## config.mk

```make
export PLATFORM = sky130hd
export DESIGN_NAME = rom_scan_controller
export DESIGN_NICKNAME = d
export VERILOG_FILES = /design/src/rtl/rom_scan_pkg.sv /design/src/rtl/rom_scan_controller_scan_counter_2d.sv /design/src/rtl/rom_scan_controller.sv
export SDC_FILE = /design/constraint.sdc
export NUM_CORES = 1
export LEC_CHECK = 0
export CELL_PAD_IN_SITES_DETAIL_PLACEMENT = 0
export CELL_PAD_IN_SITES_GLOBAL_PLACEMENT = 1
export CORE_ASPECT_RATIO = 0.5
export CORE_UTILIZATION = 38
export DETAILED_ROUTE_END_ITERATION = 6
export HOLD_SLACK_MARGIN = 0.03
export PLACE_DENSITY_LB_ADDON = 0.1
export SLEW_MARGIN = 20
export SYNTH_ARGS = -nofsm -noshare
export SYNTH_HDL_FRONTEND = slang
export SYNTH_SLANG_ARGS = --single-unit
```

## constraint.sdc

```tcl
create_clock -name clk -period 5.5 [get_ports clk]
set_clock_uncertainty 0.05 [all_clocks]
set_input_delay 0.825 -clock clk [delete_from_list [all_inputs] [get_ports clk]]
set_output_delay 0.825 -clock clk [all_outputs]
set_load 0.01 [all_outputs]
```

## src/rtl/rom_scan_pkg.sv

```systemverilog
// rom_scan_pkg: shared state encoding and default widths for the ROM scan controller
package rom_scan_pkg;
  localparam int COORD_W = 8;
  localparam int SEL_W = 3;
  localparam int COUNT_W = 17;
  typedef enum logic [1:0] {IDLE, FETCH, DRAIN} state_t;
endpackage

```

## src/rtl/rom_scan_controller_scan_counter_2d.sv

```systemverilog
// scan_counter_2d: row-major x/y address counter with limits latched on clear
//   clk, rst_n     : clock, async active-low reset
//   clear          : latch x_lim/y_lim and restart at (0,0)
//   advance        : step to the next coordinate; holds once at (x_lim, y_lim)
//   x, y           : current coordinate
//   at_last        : current coordinate is the final one of the window
module scan_counter_2d #(
  parameter int W = 8
) (
  input  logic         clk,
  input  logic         rst_n,
  input  logic         clear,
  input  logic         advance,
  input  logic [W-1:0] x_lim,
  input  logic [W-1:0] y_lim,
  output logic [W-1:0] x,
  output logic [W-1:0] y,
  output logic         at_last
);
  logic [W-1:0] xl;
  logic [W-1:0] yl;
  logic         row_end;
  assign row_end = x == xl;
  assign at_last = row_end && y == yl;
  always_ff @(posedge clk or negedge rst_n) begin
    if (!rst_n) begin
      x  <= '0;
      y  <= '0;
      xl <= '0;
      yl <= '0;
    end else if (clear) begin
      x  <= '0;
      y  <= '0;
      xl <= x_lim;
      yl <= y_lim;
    end else if (advance && !at_last) begin
      x <= row_end ? '0 : x + W'(1);
      y <= row_end ? y + W'(1) : y;
    end
  end
endmodule

```

## src/rtl/rom_scan_controller.sv

```systemverilog
// rom_scan_controller: scans a window of the pixel ROM and streams pixels over valid/ready
//   start/abort           : scan request (IDLE only) / cancel from any state
//   sel_in,x_last,y_last  : ROM select and inclusive window limits, latched at start
//   xoff,yoff,memorySelect: registered ROM address; pixel is the ROM's combinational data
//   pix_*                 : output stream (valid/ready, data, coordinates, last)
//   busy, done            : not idle / one-cycle completion pulse
//   ones_count            : 1-pixels seen this scan, present only with ROM_SCAN_ONES_COUNT_EN
module rom_scan_controller #(
  parameter int COORD_W = rom_scan_pkg::COORD_W,
  parameter int SEL_W   = rom_scan_pkg::SEL_W,
  parameter int COUNT_W = rom_scan_pkg::COUNT_W
) (
  input  logic               clk,
  input  logic               rst_n,
  input  logic               start,
  input  logic               abort,
  input  logic [SEL_W-1:0]   sel_in,
  input  logic [COORD_W-1:0] x_last,
  input  logic [COORD_W-1:0] y_last,
  output logic [COORD_W-1:0] xoff,
  output logic [COORD_W-1:0] yoff,
  output logic [SEL_W-1:0]   memorySelect,
  input  logic               pixel,
  output logic               pix_valid,
  input  logic               pix_ready,
  output logic               pix_data,
  output logic [COORD_W-1:0] pix_x,
  output logic [COORD_W-1:0] pix_y,
  output logic               pix_last,
  output logic               busy,
  output logic               done,
  output logic [COUNT_W-1:0] ones_count
);
  import rom_scan_pkg::*;
  state_t state;
  state_t next_state;
  logic   load;
  logic   clear;
  logic   capture;
  logic   adv;
  logic   finish;
  logic   at_last;
  scan_counter_2d #(.W(COORD_W)) u_cnt (
    .clk     (clk),
    .rst_n   (rst_n),
    .clear   (clear),
    .advance (adv),
    .x_lim   (x_last),
    .y_lim   (y_last),
    .x       (xoff),
    .y       (yoff),
    .at_last (at_last)
  );
  assign load = !pix_valid || pix_ready;
  assign busy = state != IDLE;
  always_ff @(posedge clk or negedge rst_n) begin
    if (!rst_n) state <= IDLE;
    else        state <= next_state;
  end
  // The counter stops on the last coordinate, so the address is always the next pixel to load.
  always_comb begin
    next_state = state;
    clear      = 1'b0;
    capture    = 1'b0;
    adv        = 1'b0;
    finish     = 1'b0;
    if (abort) next_state = IDLE;
    else begin
      case (state)
        IDLE: begin
          clear      = start;
          next_state = start ? FETCH : IDLE;
        end
        FETCH: begin
          capture    = load;
          adv        = load && !at_last;
          next_state = (load && at_last) ? DRAIN : FETCH;
        end
        DRAIN: begin
          finish     = pix_valid && pix_ready;
          next_state = finish ? IDLE : DRAIN;
        end
        default: next_state = IDLE;
      endcase
    end
  end
  always_ff @(posedge clk or negedge rst_n) begin
    if (!rst_n) begin
      memorySelect <= '0;
      pix_valid    <= 1'b0;
      pix_data     <= 1'b0;
      pix_x        <= '0;
      pix_y        <= '0;
      pix_last     <= 1'b0;
      done         <= 1'b0;
    end else begin
      done <= finish;
      if (clear) memorySelect <= sel_in;
      if (abort) pix_valid <= 1'b0;
      else if (capture) begin
        pix_valid <= 1'b1;
        pix_data  <= pixel;
        pix_x     <= xoff;
        pix_y     <= yoff;
        pix_last  <= at_last;
      end else if (finish) pix_valid <= 1'b0;
    end
  end
`ifdef ROM_SCAN_ONES_COUNT_EN
  always_ff @(posedge clk or negedge rst_n) begin
    if (!rst_n)                  ones_count <= '0;
    else if (clear)              ones_count <= '0;
    else if (capture && pixel)   ones_count <= ones_count + COUNT_W'(1);
  end
`else
  assign ones_count = '0;
`endif
endmodule

```

==> results of run 1 <==
-- metrics by stage --
stage | instance area (um2) | power (W) | worst slack (ns) | cells
CTS | 3710 | 0.00136 | 2.86 | 445
floorplan | 2850 | 0.000705 | 3.17 | 302
global route | 3710 | 0.00142 | 2.71 | 445
detailed placement | 3440 | 0.000847 | 2.51 | 432
global placement | 3440 | 0.000837 | 2.56 | 432
finish | 3710 | 0.00134 | 2.85 | 445
-- state kept, by name, indices dropped and copies added, names as in the netlist, 2 cells and up --
register / cells
pix_x: 8
pix_y: 8
u_cnt.x: 8
u_cnt.xl: 8
u_cnt.y: 8
u_cnt.yl: 8
memorySelect: 3
state: 2
-- where the power goes --
part	leakage (nW)	internal, W	switching [W]	total (W)
clock	0.134	0.000332	0.000171	0.000504
combinational	0.837	0.000157	0.000132	0.000289
sequential	0.728	0.000485	0.0000628	0.000548
total	1.70	0.000974	0.000366	0.00134
-- layout make-up --
| type | count | area [um2] | share of cell area |
|---|---|---|---|
| clock buffer | 13 | 270 | 0.0728 |
| inverter | 4 | 15.0 | 0.00404 |
| multi-input combinational | 212 | 1230 | 0.331 |
| sequential | 57 | 1430 | 0.384 |
| tap | 92 | 115 | 0.0310 |
| timing repair buffer | 67 | 658 | 0.177 |
-- path summary, 6_finish.rpt --
check	from	cells after the start	to	slack [ns]
setup / recovery	abort	6	u_cnt.y[5]$_DFFE_PN0P_	2.85
hold / removal	memorySelect[2]$_DFFE_PN0P_	2	memorySelect[2]$_DFFE_PN0P_	0.43
setup reg to reg	u_cnt.y[5]$_DFFE_PN0P_	5	u_cnt.x[5]$_DFFE_PN0P_	3.13
hold reg to reg	memorySelect[2]$_DFFE_PN0P_	2	memorySelect[2]$_DFFE_PN0P_	0.43
max in group asynchronous	rst_n	2	pix_y[7]$_DFFE_PN0P_	4.31
min in group asynchronous	rst_n	2	pix_x[2]$_DFFE_PN0P_	0.60
-- cells in the mapped netlist (2+ instances only) --
cell type	number
a2111oi_0	3
a21oi_1	6
and2_1	3
and4_1	3
buf_4	17
clkbuf_1	11
dfrtp_1	57
ha_1	2
inv_1	4
mux2_2	17
nand2_1	82
nand3_1	4
nand4_1	7
nor2_1	10
nor3b_2	2
nor4_1	2
o211ai_1	3
o21ai_0	13
or2_2	3
or3_1	3
or4_1	2
xnor2_1	9
xor2_1	8
-- tightest hold or removal path: cells and delay by family (launching register included) --
family | cells | cell delay [ns]
flops | 1 | 0.34
simple gates | 2 | 0.11
-- routing by layer --
layer,global-route usage,vias up,share of wire,routed length (um)
li1,-,1064,-,-
met1,0.239,1049,0.48,3040
met2,0.277,64,0.44,2810
met3,0.0675,16,0.061,390
met4,0.0904,0,0.023,148
met5,0,-,0,0
-- cells by family after synthesis --
kind of cell,share of synthesized area
DFF,0.512
buffers and inverters,0.0700
other,0.00135
adders and majority gates,0.00898
xor gates and xnor gates,0.0534
and+or+nand+nor,0.211
muxes,0.0687
AOI/OAI and AO/OA,0.0745
==> impl_metrics.tcl, run 1 <==
set metrics [dict create \
    status "complete, no violations" \
    cts_buffer_depth 2 \
    crit_chain "clkdlybuf4s50_1, nor3b_2, o21ai_2, a2111o_1, or4_1, o21ai_0" \
    hp-class "reg -> reg" \
    ios 82 \
    die_w_um 123 \
    async_flop_share 1.00 \
    ys_seq_area_frac 0.512 \
    grt_max_degree 58 \
    period_minus_slack_ns 2.65 \
    drt-vias-per-instance 4.93 \
    synth_top_area_cell "dfrtp_1" \
    rows 21 \
    cpMaxStageDelayCell "a2111o_1" \
    synthTopCellsByArea "dfrtp_1 51%, nand2_1 11%, mux2_2 6.9%" \
    track_usage 0.186 \
    maxSlewViolCount 0 \
    synth_flop_cell "dfrtp_1" \
    post-dp-hpwl_mm 4.32 \
    wl_per_cell_um 14.4 \
    path_delay_family "compound AO/OA/AOI/OAI gates" \
    routabilityCongestion 0.770 \
    clock_sinks 57 \
    die_height_um 62.6 \
    cts_setup_buffers 0 \
    crit_path_max_fanout 11 \
    synthDominantCellAreaShare 0.512 \
    crit_required_ns 5.69 \
    crit_path_start_kind "input port" \
    p_leak_nw 1.70 \
    finalSetupTns_ns 0 \
    path_buf_inv 1 \
    yosysWarnings 0 \
    ys_ff_latch 57 \
    ant_nets 0 \
    via_count 2193 \
    h-tree-depth 3 \
    cts-buffers-inserted 9 \
    cp.arrival_ns 2.84 \
    io_buffers 64 \
    fin_hold_ws_ns 0.433 \
    grt_pass1_wl_mm 10.7 \
    slowest_delay_ns 0.53 \
    dr.first_iter.drc_count 103 \
    num_antenna_cells 0 \
    drt-total-wl_mm 6.39 \
    grt_overflow_total 0 \
    finalHoldViolCount 0 \
    tightestPinTransition_ns 0.847 \
    end_kind "register" \
    synthCells 286 \
    maxCapViolCount 0 \
    drt_first_pass_iters 4 \
    area_growth_pct 33.3 \
    worstSetupPathType "in -> reg" \
    max_freq_mhz 378 \
    rsz0062_at_grt "false" \
    postSynthAreaPerCell_um2 9.74 \
    fill_cells 629 \
    nets 378 \
    fp.dieArea_mm2 0.00770 \
    maxSlewHeadroom 0.430 \
    synth_cell_types 38 \
    antenna_found_initial 0 \
    cts_tree "built" \
    final_cell_mix "82 x nand2_1, 63 x clkdlybuf4s50_1, 57 x dfrtp_1" \
    ctsHoldBuffers 0 \
    finalCritPeriodShare 0.481 \
    fin_util 0.539 \
    cts.clk_slew.worst_paths_ns 0.05 \
    drive_above_1_share 0.122 \
    coreArea_mm2 0.00688 \
    root_buffer "clkbuf_16" \
    synth-edff-count 0 \
    setup_violations 0 \
    route.detailed.drc 0 \
    start_util 0.405 \
    cts_resized 0 \
    worstSkewPairLatency_ns 0.32 \
    vdd_drop_max_mv 0.151 \
    syn-cell-area_mm2 0.00279 \
    power_density_mw_per_mm2 361 \
    grt_pass1_vias 2175 \
    final_common_cell "nand2_1" \
]
(Power assumes the default switching activity.)
==> run 2: changes to the inputs <==
--- a/config.mk
+++ b/config.mk
@@ -8,7 +8,7 @@
 export CELL_PAD_IN_SITES_DETAIL_PLACEMENT = 0
 export CELL_PAD_IN_SITES_GLOBAL_PLACEMENT = 1
 export CORE_ASPECT_RATIO = 0.5
-export CORE_UTILIZATION = 38
+export CORE_UTILIZATION = 32
 export DETAILED_ROUTE_END_ITERATION = 6
 export HOLD_SLACK_MARGIN = 0.03
 export PLACE_DENSITY_LB_ADDON = 0.1
==> constraint.sdc (replaced) <==
create_clock -name clk -period 2.3 [get_ports clk]
set_clock_uncertainty 0.05 [all_clocks]
set_input_delay 0.345 -clock clk [delete_from_list [all_inputs] [get_ports clk]]
set_output_delay 0.345 -clock clk [all_outputs]
set_load 0.01 [all_outputs]
==> run 2 against run 1 <==
Compared with the run above: critical path depth is 1 lower; register-to-register slack worse by 2.9 ns; first-iteration DRC count is 17% higher; clock power is 130% higher; via count is 5.8% higher; count of clock-buffer cells in the layout is 2 higher; sequential power is 130% higher; routed wire length is 6.0% higher; utilization is 6.0 points lower; power is 140% higher; hold slack worse by 0.0086 ns; largest cell class unchanged.
==> impl_metrics.tcl, run 2 (synthesis gave the netlist of run 1 again) <==
set metrics [dict create \
    grt_overflow_total 0 \
    final_cell_mix "82 x nand2_1, 63 x clkdlybuf4s50_1, 57 x dfrtp_1" \
    post-dp-hpwl_mm 4.97 \
    final.setup.worst_slack_ns 0.219 \
    coreArea_mm2 0.00823 \
    dr.first_iter.drc_count 120 \
    cts_buffer_depth 2 \
    finalCritPeriodShare 0.905 \
    maxSlewHeadroom 0.658 \
    setup_violations 0 \
    p_comb_frac 0.254 \
    rows 23 \
    root_buffer "clkbuf_16" \
    vdd_drop_max_mv 0.392 \
    wl_per_cell_um 13.7 \
    regToRegSetupSlack_ns 0.22 \
    ant_nets 0 \
    start_util 0.339 \
    antenna_found_initial 0 \
    grt_pass1_wl_mm 11.2 \
    track_usage 0.165 \
    hold_end "memorySelect[0]$_DFFE_PN0P_" \
    power_switching_w 0.000897 \
    ff2ff_path_depth 5 \
    power_frac_seq 0.388 \
    r2r_end "u_cnt.y[5]$_DFFE_PN0P_" \
    finalSetupTns_ns 0 \
    pwr-share-clk 0.359 \
    nets 405 \
    period_minus_slack_ns 2.08 \
    worstSkewPairLatency_ns 0.32 \
    num_antenna_cells 0 \
    slowest_delay_ns 0.54 \
    area_growth_pct 41.8 \
    clock_sinks 57 \
    power_density_mw_per_mm2 822 \
    crit_path_max_fanout 10 \
    cp.arrival_ns 2.27 \
    drive_above_1_share 0.175 \
    status "complete, no violations" \
    hold_path_startpoint "memorySelect[0]$_DFFE_PN0P_" \
    routabilityCongestion 0.817 \
    path_delay_family "simple AND/OR/NAND/NOR gates" \
    final_cell_area_mm2 0.00395 \
    drt-total-wl_mm 6.78 \
    p_sw_frac 0.276 \
    route.detailed.drc 0 \
    dpl_cell_area_mm2 0.00368 \
    via_count 2321 \
    die_w_um 134 \
    end_kind "register" \
    fin_util 0.480 \
    tightestPinTransition_ns 0.513 \
    path_buf_inv 0 \
    min_path_cells 2 \
    hp-class "reg -> reg" \
    worstSetupPathType "reg -> reg" \
    grt_max_degree 38 \
    crit_required_ns 2.49 \
    place_ws_ns -0.0375 \
    maxCapViolCount 0 \
    die_height_um 68.0 \
    final_common_cell "nand2_1" \
    p_int_w 0.00235 \
    ios 82 \
    cts_tree "built" \
    drt_first_pass_iters 4 \
    grt_pass1_vias 2243 \
    io_buffers 64 \
    h-tree-depth 3 \
    crit_chain "xnor2_1, nand4_1, a2111o_1, or4_1, o21ai_0" \
    reg2reg_from "u_cnt.xl[1]$_DFFE_PN0P_" \
    cpMaxStageDelayCell "a2111o_1" \
    finalHoldViolCount 0 \
    maxSlewViolCount 0 \
    crit_path_start_kind "register" \
    cts.clk_slew.worst_paths_ns 0.05 \
    p_leak_nw 1.83 \
    cts-buffers-inserted 9 \
    cts_resized 0 \
    drt-vias-per-instance 4.70 \
    rsz0062_at_grt "false" \
    max_freq_mhz 481 \
    fp.dieArea_mm2 0.00911 \
]
[run 2: cell count changes in the layout (fill, tap and decap cells not counted)]
cell / previous run / this run
buf_12: 0 / 1
buf_4: 3 / 28
clkbuf_1: 1 / 5
clkbuf_8: 3 / 1
dlygate4sd3_1: 0 / 1
nor3b_2: 2 / 1
nor3b_4: 0 / 1
[run 2: power by group through the flow]
stage | clock network [W] | registers [W] | logic (W)
CTS | 0.00120 | 0.00126 | 0.000832
finish | 0.00116 | 0.00126 | 0.000824
global placement | 0 | 0.00127 | 0.000820
global route | 0.00125 | 0.00128 | 0.000913
detailed placement | 0 | 0.00128 | 0.000828
floorplan | 0 | 0.00133 | 0.000359
[run 2: how the worst max path moves through the flow]
stage,start,end,slack [ns],cells past startpoint
3_3_place_gp,abort,u_cnt.y[3]$_DFFE_PN0P_,0.0002,6
6_report,u_cnt.xl[1]$_DFFE_PN0P_,u_cnt.y[5]$_DFFE_PN0P_,0.22,5
5_1_grt,u_cnt.xl[1]$_DFFE_PN0P_,u_cnt.y[5]$_DFFE_PN0P_,0.08,5
2_1_floorplan,u_cnt.x[4]$_DFFE_PN0P_,u_cnt.y[5]$_DFFE_PN0P_,0.29,7
3_5_place_dp,abort,u_cnt.y[5]$_DFFE_PN0P_,-0.04,6
4_1_cts,u_cnt.x[6]$_DFFE_PN0P_,u_cnt.y[5]$_DFFE_PN0P_,0.23,5
[run 2: cell type report]
class,instances,area (um2)
Fill cell,768,4280
Sequential cell,57,1430
Multi-Input combinational cell,212,1230
Timing Repair Buffer,94,876
Clock buffer,15,258
Tap cell,112,140
Inverter,4,15.0
[run 2: per-stage QoR]
stage / hold WS, ns / total power [W] / std cells
finish: 0.424 / 0.00325 / 494
global route: 0.465 / 0.00345 / 494
CTS: 0.432 / 0.00330 / 494
detailed placement: 0.302 / 0.00211 / 478
global placement: 0.303 / 0.00209 / 478
floorplan: -0.000591 / 0.00169 / 302
[run 2: metal layers]
| layer | GRT usage | wire [um] | share of wire | up-vias |
|---|---|---|---|---|
| met3 | 0.0570 | 389 | 0.057 | 9 |
| met1 | 0.215 | 3280 | 0.48 | 1103 |
| met5 | 0 | 0 | 0 | - |
| met2 | 0.254 | 3020 | 0.45 | 81 |
| li1 | - | - | - | 1128 |
| met4 | 0.0639 | 90 | 0.013 | 0 |
[run 2: timing repair]
item	4_1_cts	5_1_grt
hold endpoints to repair	20	0
setup buffers	0	0
hold buffers	1	0
[run 2: tightest hold or removal path: stages (launching register included)]
cell	delay, ns
dfrtp_1	0.34
nand2_1	0.05
nand2_1	0.05
==> run 3: changes to the inputs <==
--- a/config.mk
+++ b/config.mk
@@ -12,7 +12,6 @@
 export DETAILED_ROUTE_END_ITERATION = 6
 export HOLD_SLACK_MARGIN = 0.03
 export PLACE_DENSITY_LB_ADDON = 0.1
-export SLEW_MARGIN = 20
 export SYNTH_ARGS = -nofsm -noshare
 export SYNTH_HDL_FRONTEND = slang
 export SYNTH_SLANG_ARGS = --single-unit
==> results of run 3 <==
Final layout, timing and power as in run 2 (identical DEF).
